<file path="config.mk">
export PLATFORM = sky130hd
export DESIGN_NAME = rca_operand_loader
export DESIGN_NICKNAME = d
export VERILOG_FILES = /design/src/rtl/rca_pkg.sv /design/src/rtl/rca_operand_loader.sv
export SDC_FILE = /design/constraint.sdc
export NUM_CORES = 1
export LEC_CHECK = 0
export CORE_MARGIN = 8
export CORE_UTILIZATION = 50
export DETAILED_ROUTE_END_ITERATION = 12
export PLACE_DENSITY = 0.88
export SETUP_SLACK_MARGIN = 0.1
export SLEW_MARGIN = 25
export SYNTH_ARGS = -nofsm -noshare
export SYNTH_HDL_FRONTEND = slang
export SYNTH_SLANG_ARGS = --single-unit
</file>
<file path="constraint.sdc">
create_clock -name clk -period 2.5 [get_ports clk]
set_input_delay 0.375 -clock clk [delete_from_list [all_inputs] [get_ports clk]]
set_output_delay 0.375 -clock clk [all_outputs]
set_load 0.01 [all_outputs]
</file>
<file path="src/rtl/rca_pkg.sv">
// Constants and types shared between the 100-bit ripple-carry adder, its operand loader and their benches.
package rca_pkg;

  localparam int RCA_WIDTH = 100;
  localparam int RCA_CHUNK = 20;

  typedef enum logic [0:0] {
    FILL    = 1'b0,
    PRESENT = 1'b1
  } loader_state_e;

endpackage

</file>
<file path="src/rtl/rca_operand_loader.sv">
// Assembles the adder operand pair from a narrow LSB-first chunk stream and
// holds it, together with cin, under a valid/ready handshake.
//
// state   | meaning
// FILL    | collecting chunks; beat selects the chunk written next
// PRESENT | complete pair on a/b/cin, waiting for out_ready
module rca_operand_loader
  import rca_pkg::*;
#(
  parameter int WIDTH = RCA_WIDTH,
  parameter int CHUNK = RCA_CHUNK
) (
  input  logic             clk,
  input  logic             reset,
  input  logic             in_valid,
  output logic             in_ready,
  input  logic [CHUNK-1:0] in_a,
  input  logic [CHUNK-1:0] in_b,
  input  logic             in_cin,
  input  logic             in_flush,
  output logic             out_valid,
  input  logic             out_ready,
  output logic [WIDTH-1:0] a,
  output logic [WIDTH-1:0] b,
  output logic             cin
);

  localparam int NBEATS = WIDTH / CHUNK;
  localparam int BW = (NBEATS > 1) ? $clog2(NBEATS) : 1;
  localparam logic [BW-1:0] LAST_BEAT = BW'(NBEATS - 1);

  loader_state_e     state;
  logic [BW-1:0]     beat;
  logic              in_hs;
  logic              out_hs;
  logic [NBEATS-1:0] chunk_we;

  assign out_valid = (state == PRESENT);

  // While presenting, a new beat 0 may only enter in the cycle the pair leaves.
  always_comb begin
    in_ready = 1'b0;
    if (!reset && !in_flush) begin
      in_ready = (state == FILL) ? 1'b1 : out_ready;
    end
  end

  assign in_hs  = in_valid & in_ready;
  assign out_hs = out_valid & out_ready;

  always_comb begin
    chunk_we = '0;
    for (int i = 0; i < NBEATS; i++) begin
      chunk_we[i] = in_hs && (beat == BW'(i));
    end
  end

  always_ff @(posedge clk) begin
    if (reset) begin
      state <= FILL;
      beat  <= '0;
    end else if (in_flush) begin
      state <= FILL;
      beat  <= '0;
    end else if (in_hs) begin
      if (beat == LAST_BEAT) begin
        state <= PRESENT;
        beat  <= '0;
      end else begin
        state <= FILL;
        beat  <= beat + 1'b1;
      end
    end else if (out_hs) begin
      state <= FILL;
    end
  end

  // Operand registers are never cleared by flush; unwritten chunks stay stale.
  always_ff @(posedge clk) begin
    if (reset) begin
      a   <= '0;
      b   <= '0;
      cin <= 1'b0;
    end else begin
      for (int i = 0; i < NBEATS; i++) begin
        if (chunk_we[i]) begin
          a[i*CHUNK +: CHUNK] <= in_a;
          b[i*CHUNK +: CHUNK] <= in_b;
        end
      end
      if (chunk_we[0]) begin
        cin <= in_cin;
      end
    end
  end

endmodule

</file>
==> metrics.txt <==
hpwl dp approximately 16,000 um; Slew Viols, Final 0; gp weighted congestion between 0.7 and 0.8; Worst Reg-to-Reg Cells 6; Synth Flop Type dfxtp_1; endpoints failing hold 0; register area share after synthesis 0.512; I/O Buffers between 200 and 250; largest net degree at the start of global routing 179; # hold bufs at CTS 0; ranking of synthesized cells by area dfxtp_1 51%, mux2i_1 20%, nand2b_1 13%; Worst Path Required ~2.1 ns; Routed wire per std cell around 19 um; Final Setup Violations 0; RR Endpoint b[94]; clk_skew 0.0123 ns; worst slew pin tran about 0.58 ns; Worst Setup Path Type in2out; Max clock buf depth 3; initial antenna violation count 0; asr flop ratio synth 0; H-tree levels 1; achievable frequency between 0.4 and 0.5 GHz; setup_tns 0 ns; Largest stage delay, worst path between 0.6 and 0.7 ns; GRT overflow 0; synth cell count leaders 205 x dfxtp_1, 166 x nand2b_1, 160 x mux2i_1; minimum clock period roughly 2.1 ns; CTS Buf Count 21; vias in the first global route 6,591; status finished clean; count leader, synth dfxtp_1; slew margin rel. 0.614; worst-skew pair later-pin latency ~0.48 ns; CTS tree yes; DR pass1 iterations 4; hold_sp reset; Hold Path Stages 2; P&R area growth vs syn 40.4%; clock sinks approximately 210; CORE AREA between 15,000 and 20,000 sq um; CP cell instances clkdlybuf4s50_1 > and2b_1 > nor3_1 > clkdlybuf4s50_1; Mean Syn Cell Area 10.3 sq um; worst vdd ir between 0.4 and 0.5 mV; most used cell, CP clkdlybuf4s50_1; initial core utilization 0.508; diode count 0; gr usage total 0.218; PostCTS Resize Cnt 0; die area 20,300 sq um; Post-DRT Antenna Nets 0; Rows 46; CP Launch Type input port; peak fanout along the critical path 2; Worst EP arrival 1.77 ns; classification of the worst-slack hold path in2reg; clock transition at the registers of the reported paths 0.06 ns; number of DRC markers in iteration 0 around 270; EDFF count, synth 0; DIE WIDTH around 140 um; final wirelength 23,100 um; first-pass GRT wire length approximately 36,000 um; WP buf/inv 2; MaxCap Viol Count 0; FF+latch count, synth a little over 200; LEAKAGE 0.00512 uW; Final period util 0.857; Fillers 1,176; Hold WS 0.308 ns; Final nets between 1k and 1.5k; Clock Tree Root clkbuf_16; Mapped Nets ~830; CP max stage cell clkdlybuf4s50_1; Vias roughly 6.3k; Crit. End Element output pin; unrepaired setup endpoints after global routing no; Yosys cell types 27; post-synth top area share 0.512; Ports between 200 and 250; DR DRC count 0; Post-Syn Instances between 700 and 800; die height between 100 and 150 um; cell taking the most area after synthesis dfxtp_1; R2R Setup Slk 0.65 ns; hold endpoint b[60]; Worst R2R Start beat[0]; Setup Fix Bufs, Post-CTS 0; Vias/cell 5.14; synth warn 0; Power Density between 500 and 600 nW/um^2; netlist area before placement 8010 sq um; fraction of layout cells with a size suffix above 1 0.0462; Worst path top cell family by delay buffers and inverters
## worst max-delay path by stage
| stage | start | end | slack, ns | cells past startpoint |
|---|---|---|---|---|
| 6_report | out_ready | in_ready | 0.36 | 4 |
| 5_1_grt | out_ready | in_ready | 0.26 | 4 |
| 4_1_cts | out_valid | in_ready | 0.34 | 3 |
| 3_5_place_dp | out_ready | in_ready | 0.36 | 4 |
| 3_3_place_gp | out_ready | in_ready | 0.33 | 4 |
| 2_1_floorplan | reset | in_ready | 1.00 | 4 |
## worst reg2reg max path: stages (launching register included)
cell and delay [ns]:
dfxtp_1 0.39, inv_1 0.09, ha_1 0.22, and2_1 0.19
nand4_1 0.11, buf_4 0.49, mux2i_1 0.28
## state kept, by name, summed over array words and instances (netlist names)
name / count
a: 100
out_valid: 1
beat: 3
cin: 1
b: 100
## logic make-up after synthesis
group	synth area share
and+or+nand+nor	0.168
DFF	0.512
muxes	0.201
buffers and inverters	0.0539
AOI/OAI and AO/OA	0.0562
adders and majority gates	0.00781
## stage by stage
stage | util | std cells | cell area, sq um | power (uW) | setup WS, ns
after detailed placement | 0.675 | 1202 | 10600 | 3860 | 0.358
after global routing | 0.713 | 1234 | 11200 | 6810 | 0.265
after floorplan | - | 781 | 8010 | 3620 | 1.00
after global placement | 0.675 | 1202 | 10600 | 3860 | 0.325
after CTS | 0.713 | 1234 | 11200 | 6660 | 0.343
final | 0.713 | 1234 | 11200 | 6590 | 0.358
## metal layers
layer,GRT usage,vias up,wire length (um)
li1,-,3044,-
met1,0.239,3030,9160
met2,0.389,222,11300
met3,0.0647,44,1910
met4,0.0839,0,688
met5,0,-,0
## power breakdown
part	switching [uW]	leakage, uW	internal, uW
Sequential	27.9	0.00166	3320
Clock	1190	0.000298	1620
Combinational	204	0.00316	240
Total	1420	0.00512	5170
## final cells by class
| class | count | area, sq um | area share |
|---|---|---|---|
| Sequential cell | 205 | 4100 | 0.365 |
| Multi-Input combinational cell | 474 | 3480 | 0.309 |
| Timing Repair Buffer | 262 | 2620 | 0.233 |
| Clock buffer | 29 | 586 | 0.0521 |
| Tap cell | 216 | 270 | 0.0240 |
| Inverter | 45 | 169 | 0.0150 |
| Clock inverter | 3 | 15.0 | 0.00133 |
## placed cells by master (no fill, tap or decap), drive strengths merged, types with 2 or more instances in the layout
| cell type | Yosys | layout |
|---|---|---|
| clkinv | 0 | 3 |
| nand3 | 41 | 41 |
| nand2 | 3 | 3 |
| o211ai | 3 | 3 |
| nand4b | 3 | 3 |
| dfxtp | 205 | 205 |
| buf | 29 | 15 |
| a21oi | 40 | 40 |
| clkdlybuf4s50 | 0 | 247 |
| inv | 45 | 45 |
| clkbuf | 28 | 29 |
| nand2b | 166 | 166 |
| ha | 5 | 5 |
| mux2i | 160 | 160 |
| o21ai | 41 | 41 |
| o31ai | 2 | 2 |
(Power assumes the default switching activity.)
